## config.mk

```make
export PLATFORM = sky130hd
export DESIGN_NAME = sparse_pe_merge_flat
export DESIGN_NICKNAME = d
export VERILOG_FILES = /design/src/rtl/sparse_pe_merge_if.sv /design/src/rtl/sparse_pe_merge.sv /design/src/flat_wrapper.sv
export SDC_FILE = /design/constraint.sdc
export NUM_CORES = 1
export LEC_CHECK = 0
export ABC_AREA = 0
export BUFFER_PORTS_ARGS = -buffer_cell sky130_fd_sc_hd__buf_4
export CAP_MARGIN = 10
export CORE_AREA = 10 10 213 215
export CTS_CLUSTER_DIAMETER = 60
export DETAILED_ROUTE_END_ITERATION = 7
export DIE_AREA = 0 0 223 225
export GPL_ROUTABILITY_DRIVEN = 0
export PLACE_DENSITY = 0.46
export SYNTH_ARGS = -nofsm -noshare
export SYNTH_HDL_FRONTEND = slang
export SYNTH_SLANG_ARGS = --single-unit
```

## constraint.sdc

```tcl
create_clock -name clk -period 16 [get_ports clk]
set_input_delay 1.6 -clock clk [delete_from_list [all_inputs] [get_ports clk]]
set_output_delay 1.6 -clock clk [all_outputs]
set_load 0.03 [all_outputs]
```

## src/rtl/sparse_pe_merge_if.sv

```systemverilog
// One sparse stream lane: a (value, index) pair framed by valid and last.
// The master modport drives the lane and the slave modport receives it.
interface sparse_pe_merge_if #(
    parameter int DATA_WIDTH = 8,
    parameter int INDEX_SIZE = 3
);
    logic [DATA_WIDTH-1:0] data;
    logic [INDEX_SIZE-1:0] index;
    logic                  valid;
    logic                  last;

    modport master (output data, index, valid, last);
    modport slave  (input  data, index, valid, last);
endinterface

```

## src/rtl/sparse_pe_merge.sv

```systemverilog
// Sparse dot-product PE: per-side FIFOs feed a two-pointer merge on ascending indices.
// The input lanes are also registered straight through to down/right so PEs tile into a grid.
module sparse_pe_merge #(
    parameter int DATA_WIDTH = 8,
    parameter int INDEX_SIZE = 3,
    parameter int FRAC_BITS  = 4,
    parameter int ACC_WIDTH  = 16,
    parameter int FIFO_DEPTH = 8,
    parameter bit SATURATE   = 1'b1
) (
    input  logic                 clk,
    input  logic                 rst,
    sparse_pe_merge_if.slave     up,
    sparse_pe_merge_if.slave     left,
    sparse_pe_merge_if.master    down,
    sparse_pe_merge_if.master    right,
    output logic [ACC_WIDTH-1:0] o_result,
    output logic                 result_valid,
    output logic                 finished,
    output logic                 overflow
);
    localparam int AW = $clog2(FIFO_DEPTH);
    localparam int EW = INDEX_SIZE + DATA_WIDTH + 1;
    localparam int PW = 2 * DATA_WIDTH;
    localparam int SW = ((PW > ACC_WIDTH) ? PW : ACC_WIDTH) + 1;

    typedef enum logic [1:0] {IDLE, RUN, DONE} state_t;
    state_t state;

    logic [EW-1:0]         mem_u [FIFO_DEPTH];
    logic [EW-1:0]         mem_l [FIFO_DEPTH];
    logic [AW:0]           wr_u, rd_u, wr_l, rd_l;
    logic                  done_u, done_l;
    logic [ACC_WIDTH-1:0]  acc, acc_next;
    logic                  empty_u, empty_l, full_u, full_l;
    logic [EW-1:0]         head_u, head_l;
    logic                  pop_u, pop_l, match, flush, push_u, push_l;
    logic [PW-1:0]         prod_shift;
    logic [SW-1:0]         sum;

    assign empty_u = (wr_u == rd_u);
    assign empty_l = (wr_l == rd_l);
    assign full_u  = (wr_u == {~rd_u[AW], rd_u[AW-1:0]});
    assign full_l  = (wr_l == {~rd_l[AW], rd_l[AW-1:0]});
    assign head_u  = mem_u[rd_u[AW-1:0]];
    assign head_l  = mem_l[rd_l[AW-1:0]];

    // Once one side's last element has been popped nothing else of that side can
    // match, so the vector ends there; anything still queued belongs to the next vector.
    always_comb begin
        pop_u = 1'b0;
        pop_l = 1'b0;
        match = 1'b0;
        flush = 1'b0;
        if (state == RUN) begin
            if (done_u || done_l) begin
                flush = 1'b1;
            end else if (!empty_u && !empty_l) begin
                if (head_u[EW-2:DATA_WIDTH] == head_l[EW-2:DATA_WIDTH]) begin
                    pop_u = 1'b1;
                    pop_l = 1'b1;
                    match = 1'b1;
                end else if (head_u[EW-2:DATA_WIDTH] < head_l[EW-2:DATA_WIDTH]) begin
                    pop_u = 1'b1;
                end else begin
                    pop_l = 1'b1;
                end
            end
        end
    end

    assign push_u = up.valid   && (flush || pop_u || !full_u);
    assign push_l = left.valid && (flush || pop_l || !full_l);

    assign prod_shift = (PW'(head_u[DATA_WIDTH-1:0]) * PW'(head_l[DATA_WIDTH-1:0])) >> FRAC_BITS;
    assign sum        = SW'(acc) + SW'(prod_shift);
    assign acc_next   = (SATURATE && (|sum[SW-1:ACC_WIDTH])) ? '1 : sum[ACC_WIDTH-1:0];

    always_ff @(posedge clk) begin
        if (push_u) mem_u[wr_u[AW-1:0]] <= {up.last, up.index, up.data};
        if (push_l) mem_l[wr_l[AW-1:0]] <= {left.last, left.index, left.data};
    end

    always_ff @(posedge clk) begin
        if (rst) begin
            state        <= IDLE;
            acc          <= '0;
            o_result     <= '0;
            result_valid <= 1'b0;
            finished     <= 1'b0;
            overflow     <= 1'b0;
            wr_u         <= '0;
            rd_u         <= '0;
            wr_l         <= '0;
            rd_l         <= '0;
            done_u       <= 1'b0;
            done_l       <= 1'b0;
            down.data    <= '0;
            down.index   <= '0;
            down.valid   <= 1'b0;
            down.last    <= 1'b0;
            right.data   <= '0;
            right.index  <= '0;
            right.valid  <= 1'b0;
            right.last   <= 1'b0;
        end else begin
            down.data   <= up.data;
            down.index  <= up.index;
            down.valid  <= up.valid;
            down.last   <= up.last;
            right.data  <= left.data;
            right.index <= left.index;
            right.valid <= left.valid;
            right.last  <= left.last;
            finished    <= 1'b0;

            // A flush empties the FIFO first, so a same-cycle push lands as the sole entry.
            if (flush)      rd_u <= wr_u;
            else if (pop_u) rd_u <= rd_u + 1'b1;
            if (flush)      rd_l <= wr_l;
            else if (pop_l) rd_l <= rd_l + 1'b1;
            if (push_u) wr_u <= wr_u + 1'b1;
            if (push_l) wr_l <= wr_l + 1'b1;
            if ((up.valid && !push_u) || (left.valid && !push_l)) overflow <= 1'b1;

            if (flush)                      done_u <= 1'b0;
            else if (pop_u && head_u[EW-1]) done_u <= 1'b1;
            if (flush)                      done_l <= 1'b0;
            else if (pop_l && head_l[EW-1]) done_l <= 1'b1;

            case (state)
                IDLE: begin
                    acc <= '0;
                    if (up.valid || left.valid) state <= RUN;
                end
                RUN: begin
                    if (flush) begin
                        o_result     <= acc;
                        result_valid <= 1'b1;
                        finished     <= 1'b1;
                        state        <= DONE;
                    end else if (match) begin
                        acc <= acc_next;
                    end
                end
                DONE: begin
                    // Elements pushed during the flush cycle also start the next vector.
                    if (up.valid || left.valid || !empty_u || !empty_l) begin
                        acc          <= '0;
                        result_valid <= 1'b0;
                        state        <= RUN;
                    end
                end
                default: state <= IDLE;
            endcase
        end
    end
endmodule

```

## src/flat_wrapper.sv

```systemverilog
// flat-port wrapper written by rule: the top's interface ports become plain ports
module sparse_pe_merge_flat 
#(
    parameter int DATA_WIDTH = 8,
    parameter int INDEX_SIZE = 3,
    parameter int FRAC_BITS  = 4,
    parameter int ACC_WIDTH  = 16,
    parameter int FIFO_DEPTH = 8,
    parameter bit SATURATE   = 1'b1
)
  (clk, rst, o_result, result_valid, finished, overflow, up_data, up_index, up_valid, up_last, left_data, left_index, left_valid, left_last, down_data, down_index, down_valid, down_last, right_data, right_index, right_valid, right_last);
  sparse_pe_merge_if #(.DATA_WIDTH(DATA_WIDTH), .INDEX_SIZE(INDEX_SIZE)) up_i ();
  sparse_pe_merge_if #(.DATA_WIDTH(DATA_WIDTH), .INDEX_SIZE(INDEX_SIZE)) left_i ();
  sparse_pe_merge_if #(.DATA_WIDTH(DATA_WIDTH), .INDEX_SIZE(INDEX_SIZE)) down_i ();
  sparse_pe_merge_if #(.DATA_WIDTH(DATA_WIDTH), .INDEX_SIZE(INDEX_SIZE)) right_i ();
  input  logic clk;
  input  logic rst;
  output logic [ACC_WIDTH-1:0] o_result;
  output logic result_valid;
  output logic finished;
  output logic overflow;
  input wire logic [$bits(up_i.data)-1:0] up_data;
  input wire logic [$bits(up_i.index)-1:0] up_index;
  input wire logic [$bits(up_i.valid)-1:0] up_valid;
  input wire logic [$bits(up_i.last)-1:0] up_last;
  input wire logic [$bits(left_i.data)-1:0] left_data;
  input wire logic [$bits(left_i.index)-1:0] left_index;
  input wire logic [$bits(left_i.valid)-1:0] left_valid;
  input wire logic [$bits(left_i.last)-1:0] left_last;
  output wire logic [$bits(down_i.data)-1:0] down_data;
  output wire logic [$bits(down_i.index)-1:0] down_index;
  output wire logic [$bits(down_i.valid)-1:0] down_valid;
  output wire logic [$bits(down_i.last)-1:0] down_last;
  output wire logic [$bits(right_i.data)-1:0] right_data;
  output wire logic [$bits(right_i.index)-1:0] right_index;
  output wire logic [$bits(right_i.valid)-1:0] right_valid;
  output wire logic [$bits(right_i.last)-1:0] right_last;
  assign up_i.data = up_data;
  assign up_i.index = up_index;
  assign up_i.valid = up_valid;
  assign up_i.last = up_last;
  assign left_i.data = left_data;
  assign left_i.index = left_index;
  assign left_i.valid = left_valid;
  assign left_i.last = left_last;
  assign down_data = down_i.data;
  assign down_index = down_i.index;
  assign down_valid = down_i.valid;
  assign down_last = down_i.last;
  assign right_data = right_i.data;
  assign right_index = right_i.index;
  assign right_valid = right_i.valid;
  assign right_last = right_i.last;
  sparse_pe_merge #(.DATA_WIDTH(DATA_WIDTH), .INDEX_SIZE(INDEX_SIZE), .FRAC_BITS(FRAC_BITS), .ACC_WIDTH(ACC_WIDTH), .FIFO_DEPTH(FIFO_DEPTH), .SATURATE(SATURATE)) u_core (.clk(clk), .rst(rst), .up(up_i), .left(left_i), .down(down_i), .right(right_i), .o_result(o_result), .result_valid(result_valid), .finished(finished), .overflow(overflow));
endmodule
```

== After elaboration in Yosys (flattened, before gate mapping) ==
Memory sizes are Yosys's and may differ from the RTL's. A register that Yosys moved wholly into a read port is not among the register bits.
Cells that the tools add are included.
Cells by class
  $add $sub $neg: 5
  $mul: 1
  magnitude comparators: 1
  equality and inequality tests: 12
  multiplexer cells: 41
  bitwise gates (word level): 3
  reductions and logical operators: 33
Operators by type and width (number)
  two-way mux 16 bit: 4
  case mux 16 bit (3 select lines): 1
  two-way mux 1 bit: 23
  adder 16 x 12 -> 17 bit: 1
  adder 4 x 1 -> 4 bit (second input constant): 4
  == test 4 bit: 4
  multiplier 8 x 8 -> 16 bit: 1
  two-way mux 4 bit: 4
  two-way mux 3 bit: 4
  logical OR 1 bit: 9
  != test 2 x 1 -> 1 bit (second input constant): 4
  logical AND 1 bit: 7
  logical NOT 1 bit: 6
  two-way mux 2 bit: 3
  case mux 2 bit (3 select lines): 1
  AND reduction 3 bit: 2
  nonzero test 2 bit: 3
  AND reduction 4 bit: 1
  OR reduction 2 bit: 2
  == test 3 bit: 1
  less-than comparator 3 bit: 1
  NOT 1 bit: 3
  nonzero test 3 bit: 1
  == test 2 x 1 -> 1 bit (second input constant): 1
  other kinds (5): 5
Word-level totals
  register bits after elaboration: 81
  bits in writable memories: 192
  bits of input ports: 28
  output and inout bits: 45
  memories: 2
Memories
  u_core.mem_l: depth 8, width 12, read ports 1, clocked after memory_dff 1, wr ports 1, line sparse_pe_merge.sv:31  | logic [EW-1:0] mem_l [FIFO_DEPTH];
  u_core.mem_u: depth 8, width 12, read ports 1, clocked after memory_dff 1, wr ports 1, line sparse_pe_merge.sv:30  | logic [EW-1:0] mem_u [FIFO_DEPTH];

== Longest topological paths before layout ==
Gate-level depths: netlist of run 1.
  depth after elaboration: 12
  depth in mapped cells: 31

== Worst setup path before layout of run 1 ==
OpenSTA, ideal clock, no wires.
  kind: register to register
  start: reg with a tool-made name
  end: reg u_core.acc[12]
  setup time: 0.091 ns
  arrival: 7.206 ns
  data required time: 15.909 ns
  slack: 8.703 ns
  cell stages (with the launch flop): 30
  clock period less this slack: 7.297 ns
  cell sequence: dfxtp_1 -> clkbuf_1 -> buf_1 -> mux4_2 -> mux2i_1 -> nor2_1 -> fa_1 -> inv_1 -> fa_1 -> inv_1 -> fa_1 -> inv_1 -> fa_1 -> inv_1 -> ha_1 -> a21boi_1 -> o21ai_0 -> a21boi_1 -> o21ai_0 -> nand2_1 -> xnor2_1 -> ha_1 -> nand2_1 -> nand2b_1 -> a21o_1 -> a21o_1 -> a21oi_1 -> nor2_1 -> a31o_2 -> a311oi_1
RTL lines
  end signal: assignment: line sparse_pe_merge.sv:143  | acc <= acc_next;
  end: declaration: line sparse_pe_merge.sv:34  | logic [ACC_WIDTH-1:0] acc, acc_next;

==> impl_results.md, run 1 <==
* Antenna violations before repair at 0
* Hpwl dp at 19800 um
* Leakage at 5.67 nW
* Die area at 50200 um^2
* Compound-Gate Fraction of Synth Area at 0.0576
* Synthesis-to-layout area growth at 18.5%
* Post-synth EDFFs at 192
* Asr flop ratio synth at 0
* PD cells at 167 nW/um^2
* Most frequent CP cell: fa_1
* Clock Latency Late Sink at 0.54 ns
* Number of buffer and inverter stages on the critical path at 4
* Ant. Diodes at 0
* I/O Pins at 73
* Share of post-route cells with drive strength above 1 at 0.224
* # port buffers at 72
* Setup bufs post-CTS at 0
* Final WL at 29300 um
* Clock transition at path regs at 0.06 ns
* CTS resizes at 0
* Share of the synthesized area in the top cell type at 0.444
* CTS tree: built
* Top post-synthesis cells by area: edfxtp_1, dfxtp_1, mux4_2
* CP Capture Type: flop
* CP peak stage delay at 0.65 ns
* Core footprint at 41400 um^2
* Routed length on met3 at 1150 um
* Critical Path AT at 8.15 ns
* Initial Utilization at 0.314
* Post-synth top cells: edfxtp_1, nor2_1, dfxtp_1, nand2_1, ha_1
* Largest net degree at the start of global routing at 78
* Post-synthesis mux area share at 0.106
* Synth Area in Adders at 0.107
* Final period utilization at 0.483
* Root Buffer Master: clkbuf_16
* GRT Total Usage at 0.118
* CP Launch Type: flop
* Min cycle time layout at 7.72 ns
* Post-Synth Simple-Gate Area at 0.102
* Hold bufs inserted after CTS at 0
* Post-DP Area at 14300 um^2
* Post-layout instance area at 15400 um^2
* Mean area per synthesized cell at 13.6 um^2
* Synthesized cell area at 13000 um^2
* Clock Skews at 0.0234 ns
* Post-synth top flop: edfxtp_1
* Initial DRC count at 363
* Critical-path top delay cell: mux2i_1
* CP max FO at 22
* FF+latch count, synth at 279
* Final Worst Setup Slack at 8.28 ns
* First-pass GRT wire length at 46500 um
* Post-synth top area cell: edfxtp_1
* H-tree depth at 2
* Setup WS pre-CTS at 8.25 ns
* Die X at 223 um
* Met2 wire len at 14700 um
* Register area share after synthesis at 0.578
* Max IR drop VDD at 0.109 mV
* Gate Count Post-Synth at 958
* Hold Path Origin: u_core.o_result[11]
* Hold Vio Cnt, Final at 0
* DRC errors left at 0
* Post-Syn Nets at 1075
* Max-Cap Viols at 0
* Clock sinks at 279
* Syn. warnings at 0
* Top layer in use: met4
* Setup violation total in the final timing report at 0
* Status: completed
* Critical Path RT at 16.43 ns
* Via density at 4.74
* Nets at 1173
* Most instantiated library cell after synthesis: edfxtp_1
* Largest family of logic cells by synthesized area: adder cells
* Worst Hold Class: flop to flop
* Cts bufs inserted at 34
* Via count at 7684
* Setup TNS at 0 ns
* Fmax achieved at 129 MHz
* Total power draw at 2.57 mW
* Rows at 75
* Final max-slew violation count at 0
* Synth Area in XOR/XNOR at 0.0229
* CP top delay family: adder cells
* RSZ-0062 raised after global routing: false
* GRT Residual Overflow at 0
* Metal1 wirelength at 13000 um
* Clock Tree Buf Depth at 3
* Drt pass-1 iters at 4
* Die H at 225 um
* Vias in the first global route at 8210
* Critical setup path kind: flop to flop
* Remaining antenna violation count after routing at 0
* Worst-Margin Slew at 1.02 ns
* Wire length per cell at 18.1 um
* Rel. slew slack at 0.315
* Count of different cell masters after synthesis at 61
cell families after synthesis:
kind of cell,count (synthesis)
DFF,279
and+or+nand+nor,277
AOI/OAI and AO/OA,118
adders and majority gates,89
buffers and inverters,86
muxes,75
xor gates and xnor gates,34
per-stage QoR:
step	hold WS (ns)	instances	utilization
CTS	0.458	1620	0.372
detailed placement	0.451	1559	0.346
finish	0.456	1620	0.372
global placement	0.447	1559	0.346
global route	0.469	1620	0.372
floorplan	0.436	958	-
final timing paths:
| path | endpoint | slack, ns | depth (start not counted) |
|---|---|---|---|
| min reg2reg | u_core.o_result[11] | 0.46 | 2 |
| min | u_core.o_result[11] | 0.46 | 2 |
| max reg2reg | u_core.acc[12] | 8.28 | 27 |
| max | u_core.acc[12] | 8.28 | 27 |
metal layers:
| layer | vias up | global-route usage |
|---|---|---|
| met5 | - | 0 |
| met4 | 0 | 0.0340 |
| met3 | 42 | 0.0258 |
| met2 | 114 | 0.203 |
| met1 | 3841 | 0.144 |
| li1 | 3687 | - |
sequential cells by signal, summed over array words and instances, names as in the netlist, 2 cells and up, named ones only:
name,count
u_core.mem_l,96
u_core.down.index,3
u_core.down.data,8
u_core.right.data,8
u_core.wr_u,4
u_core.mem_u,96
u_core.state,2
u_core.rd_l,4
u_core.right.index,3
u_core.wr_l,4
u_core.rd_u,4
u_core.o_result,16
u_core.acc,16
cell type report:
type                            count  area, um^2
Sequential cell                   279        7510
Clock buffer                       40         893
Inverter                           51         191
Multi-Input combinational cell    593        5210
Fill cell                        3914       26000
Tap cell                          539         674
Timing Repair Buffer               97         728
Clock inverter                     21         199
where the power goes:
| part | switching [mW] | internal, mW | total, mW |
|---|---|---|---|
| combinational | 0.583 | 0.440 | 1.02 |
| sequential | 0.0106 | 0.791 | 0.802 |
| clock | 0.309 | 0.439 | 0.748 |
layout by cell type, fill, tap and decap left out, drive strengths merged, types with 40 or more instances in the layout:
cell type / Yosys / final
edfxtp: 192 / 192
buf: 17 / 97
nor2: 91 / 91
dfxtp: 87 / 87
nand2: 67 / 67
inv: 51 / 55
ha: 52 / 52
mux4: 48 / 48
a21oi: 48 / 48
clkbuf: 18 / 40
worst reg2reg max path, stage by stage (launching register included):
cell	delay [ns]
dfxtp_1	0.30
buf_4	0.40
mux4_2	0.59
mux2i_1	0.65
or2_2	0.24
fa_1	0.44
fa_1	0.55
inv_1	0.05
fa_1	0.52
inv_1	0.05
fa_1	0.53
inv_1	0.04
ha_1	0.31
a21boi_1	0.15
o21ai_0	0.22
a21boi_1	0.14
o21ai_0	0.31
nand2_1	0.11
xnor2_1	0.14
ha_1	0.35
nand2_1	0.11
nand2b_1	0.08
a21o_1	0.18
a21o_1	0.18
a21oi_1	0.29
nor2_1	0.17
a31o_2	0.26
a311oi_1	0.25
(Power assumes the default switching activity.)
==> run 2: changes to the inputs <==
clock period = 8.08 ns   (was 16 ns; I/O delays follow)
==> impl_results.md, run 2 (synthesized netlist as in run 1, its figures left out) <==
* Hold bufs inserted after CTS at 0
* Hold Vio Cnt, Final at 0
* First-pass GRT wire length at 47200 um
* Final Worst Setup Slack at 0.647 ns
* Critical setup path kind: flop to flop
* Via density at 4.79
* Critical Path RT at 8.52 ns
* Antenna violations before repair at 0
* Via count at 7845
* Ant. Diodes at 0
* Setup WS pre-CTS at 0.491 ns
* Setup TNS at 0 ns
* Drt pass-1 iters at 4
* Worst Hold Class: flop to flop
* Worst hold margin at 0.455 ns
* Wire length per cell at 18.2 um
* Crit path to: u_core.acc[12]
* Number of buffer and inverter stages on the critical path at 4
* Die area at 50200 um^2
* CP top delay family: adder cells
* Worst r2r path cells at 27
* RSZ-0062 raised after global routing: false
* Setup bufs post-CTS at 0
* Leakage at 5.80 nW
* Rows at 75
* CP Capture Type: flop
* Rel. slew slack at 0.382
* Layout Cells excl Fill at 1639
* GRT Residual Overflow at 0
* Critical Path AT at 7.87 ns
* Core footprint at 41400 um^2
* Initial DRC count at 405
* R2r endpoint: u_core.acc[12]
* CP peak stage delay at 0.56 ns
* Most frequent CP cell: fa_1
* # port buffers at 72
* Clock sinks at 279
* Root Buffer Master: clkbuf_16
* Max-Cap Viols at 0
* Clock Tree Buf Depth at 3
* H-tree depth at 2
* Status: completed
* CTS resizes at 0
* Final period utilization at 0.920
* Final WL at 29800 um
* Cts bufs inserted at 36
* DRC errors left at 0
* Die X at 223 um
* Setup violation total in the final timing report at 0
* Nets at 1191
* DP Cell Count at 1575
* Largest net degree at the start of global routing at 78
* Final max-slew violation count at 0
* Remaining antenna violation count after routing at 0
* Clock transition at path regs at 0.06 ns
* Final Core Density at 0.377
* I/O Pins at 73
* Worst-Margin Slew at 0.927 ns
* CP Launch Type: flop
* Synthesis-to-layout area growth at 20.0%
* Clock Latency Late Sink at 0.54 ns
* Most common cell after layout, fill and taps aside: edfxtp_1
* Initial Utilization at 0.314
* Levels on crit path at 27
* Min cycle time layout at 7.43 ns
* Critical-path top delay cell: dfxtp_1
* GRT Total Usage at 0.120
* Clock Skews at 0.0241 ns
* Most frequent cells in the layout: edfxtp_1, buf_4, nor2_1
* Flop2flop setup slack at 0.65 ns
* Die H at 225 um
* Share of post-route cells with drive strength above 1 at 0.240
* CP max FO at 7
* Vias in the first global route at 8451
* Max IR drop VDD at 0.191 mV
* CTS tree: built
* Hpwl dp at 20500 um
* PD cells at 332 nW/um^2
* Fmax achieved at 135 MHz
-- run 2: changes by cell type in the layout (fill, tap and decap cells not counted), sizes merged --
cell,previous run,this run
clkinvlp,2,0
inv,55,60
buf,97,113
clkbuf,40,45
clkinv,13,8
-- run 2: tightest hold or removal path, cell delays in order, from the launching register on --
cell	delay (ns)
dfxtp_1	0.31
nand2_1	0.05
a21oi_1	0.05
-- run 2: power by group --
part	internal [mW]	switching [mW]	leakage (nW)
clock	0.922	0.630	0.575
sequential	1.57	0.0212	2.45
combinational	0.884	1.15	2.77
total	3.37	1.80	5.80
-- run 2: through the flow --
step                      cell area (um^2)  total power, mW
after floorplan                      13000             3.22
after global placement               14400             3.70
after detailed placement             14400             3.69
after CTS                            15600             5.29
after global routing                 15600             5.62
final                                15600             5.17
-- run 2: worst min-delay path by stage --
stage / startpoint / end / cells past startpoint
final: u_core.o_result[11] / u_core.o_result[11] / 2
after global routing: u_core.o_result[11] / u_core.o_result[11] / 2
after CTS: u_core.o_result[11] / u_core.o_result[11] / 2
after detailed placement: u_core.o_result[11] / u_core.o_result[11] / 2
after global placement: u_core.o_result[6] / u_core.o_result[6] / 2
after floorplan: u_core.acc[7] / u_core.acc[7] / 2
-- run 2: per-layer routing --
layer | up-vias | track usage | wire length [um]
met5 | - | 0 | 0
met4 | 0 | 0.0445 | 725
li1 | 3738 | - | -
met2 | 119 | 0.207 | 14800
met3 | 49 | 0.0257 | 1250
met1 | 3939 | 0.143 | 13000
-- run 2: layout make-up --
type	instances	area, um^2
clock buffer	45	955
clock inverter	19	201
fill	3954	25800
inverter	51	191
multi-input combinational	593	5210
sequential	279	7510
tap	539	674
timing repair buffer	113	861
==> run 3: changes to the inputs <==
ABC_AREA = 1   (was 0)
BUFFER_PORTS_ARGS = not set   (was -buffer_cell sky130_fd_sc_hd__buf_4)
CORE_AREA = 10 10 219 221   (was 10 10 213 215)
DIE_AREA = 0 0 229 231   (was 0 0 223 225)
DONT_BUFFER_PORTS = 1   (was not set)
PLACE_DENSITY = 0.44   (was 0.46)
SLEW_MARGIN = 20   (was not set)
==> impl_results.md, run 3 <==
* Status: completed
* Setup violation total in the final timing report at 0
* Critical setup path kind: flop to flop
* FF+latch count, synth at 279
* Clock Tree Buf Depth at 3
* Most frequent CP cell: inv_1
* Gate Count Post-Synth at 1408
* Clock Latency Late Sink at 0.54 ns
* Most common cell after layout, fill and taps aside: nand2_1
* CP top delay family: adder cells
* Share of the synthesized area in the top cell type at 0.419
* Critical Path RT at 8.55 ns
* Routed length on met3 at 1740 um
* Initial Utilization at 0.314
* Count of different cell masters after synthesis at 48
* Fmax achieved at 141 MHz
* Most instantiated library cell after synthesis: nand2_1
* CP peak stage delay at 0.54 ns
* Wire length per cell at 17.3 um
* Asr flop ratio synth at 0
* Largest family of logic cells by synthesized area: simple AND/OR/NAND/NOR gates
* Number of buffer and inverter stages on the critical path at 7
* Hold Vio Cnt, Final at 0
* Initial DRC count at 557
* Clock sinks at 279
* Final WL at 35400 um
* Synth Area in XOR/XNOR at 0.0191
* H-tree depth at 2
* Compound-Gate Fraction of Synth Area at 0.0921
* Post-Synth Simple-Gate Area at 0.174
* Share of post-route cells with drive strength above 1 at 0.105
* Worst-Margin Slew at 0.940 ns
* Rel. slew slack at 0.372
* Rows at 77
* Largest net degree at the start of global routing at 56
* Critical-path top delay cell: fa_1
* Final period utilization at 0.880
* Metal1 wirelength at 16300 um
* Syn. warnings at 0
* Setup TNS at 0 ns
* Drt pass-1 iters at 5
* RSZ-0062 raised after global routing: false
* Nets at 1541
* Critical Path AT at 7.59 ns
* Setup bufs post-CTS at 0
* Most frequent cells in the layout: nand2_1, nor2_1, edfxtp_1
* Core footprint at 43700 um^2
* FILL cells at 4445
* Synth Area in Adders at 0.101
* I/O Pins at 73
* Die X at 229 um
* CP Capture Type: flop
* Top layer in use: met4
* Vias in the first global route at 9521
* Hold bufs inserted after CTS at 0
* Synthesis-to-layout area growth at 14.2%
* Worst Hold Class: primary input to flop
* Cts bufs inserted at 36
* Met2 wire len at 16600 um
* # port buffers at 0
* Max-Cap Viols at 0
* Min cycle time layout at 7.11 ns
* Via density at 4.72
* GRT Total Usage at 0.133
* Post-synth EDFFs at 192
* Root Buffer Master: clkbuf_16
* Clock Skews at 0.0164 ns
* Mean area per synthesized cell at 9.77 um^2
* CTS resizes at 0
* CTS tree: built
* Post-synth top cells: nand2_1, nor2_1, edfxtp_1, inv_1, o21ai_0
* CP Launch Type: flop
* Ant. Diodes at 0
* Post-synth top flop: edfxtp_1
* Post-synthesis mux area share at 0
* Hpwl dp at 23600 um
* Via count at 9635
* Antenna violations before repair at 0
* Remaining antenna violation count after routing at 0
* CP max FO at 32
* First-pass GRT wire length at 55600 um
* Register area share after synthesis at 0.546
* Die H at 231 um
* DRC errors left at 0
* Die area at 52900 um^2
* Post-synth top area cell: edfxtp_1
* GRT Residual Overflow at 0
* Top post-synthesis cells by area: edfxtp_1, dfxtp_1, nand2_1
* Synthesized cell area at 13800 um^2
* Post-Syn Nets at 1525
* Final max-slew violation count at 0
* Clock transition at path regs at 0.06 ns
[run 3: changes by cell type in the layout (fill, tap and decap cells not counted), moves of 48 or more]
cell     before  now
nand2_1      67  217
inv_1        51  172
nor2_1       89  196
buf_4       112   29
o21ai_0      21  102
nand3_1      15   85
mux4_2       48    0
[run 3: cell type report]
cell class              instances  area, um^2  area share
flip-flops and latches        279        7510       0.478
multi-input cells             901        5370       0.342
clock buffers                  44        1000      0.0638
well taps                     592         741      0.0472
inverters                     177         664      0.0423
repair buffers                 29         218      0.0139
clock inverters                21         209      0.0133
[run 3: worst paths after layout]
check                start                 end  slack (ns)  cells past startpoint
max reg2reg           flop      u_core.acc[14]        0.97                     30
min                    rst  u_core.right.valid        0.34                      1
min reg2reg  u_core.done_u       u_core.done_u        0.48                      2
max                   flop      u_core.acc[14]        0.97                     30
[run 3: metrics by stage]
step	instances	setup slack, ns	area [um^2]	hold WS [ns]	util
after global routing	2043	0.267	15700	0.316	0.359
final	2043	0.966	15700	0.339	0.359
after global placement	1978	1.05	14500	0.443	0.331
after floorplan	1408	2.01	13800	0.429	-
after CTS	2043	0.984	15700	0.312	0.359
after detailed placement	1978	1.03	14500	0.458	0.331
[run 3: layer usage]
layer / vias to the layer above / track usage
met1: 4663 / 0.170
met4: 0 / 0.0441
met5: - / 0
li1: 4740 / -
met3: 55 / 0.0291
met2: 177 / 0.219
[run 3: logic make-up after synthesis]
logic type	Yosys count
compound gates	223
buf+inv	228
xor+xnor	30
simple gates	559
flops	279
fa+ha+maj	89
[run 3: worst reg2reg max path: cells and delay by family (launching register included)]
kind | cells | cell delay (ns)
XOR/XNOR | 1 | 0.17
buffers and inverters | 7 | 1.13
adder cells (fa/ha/maj) | 6 | 2.75
flip-flops | 1 | 0.32
AND/OR/NAND/NOR | 7 | 1.01
AO/OA/AOI/OAI | 9 | 1.65
Power of run 3 is left out: the tool's default activity adds up to more than one toggle a clock period on the data nets, which glitch-free logic cannot reach.
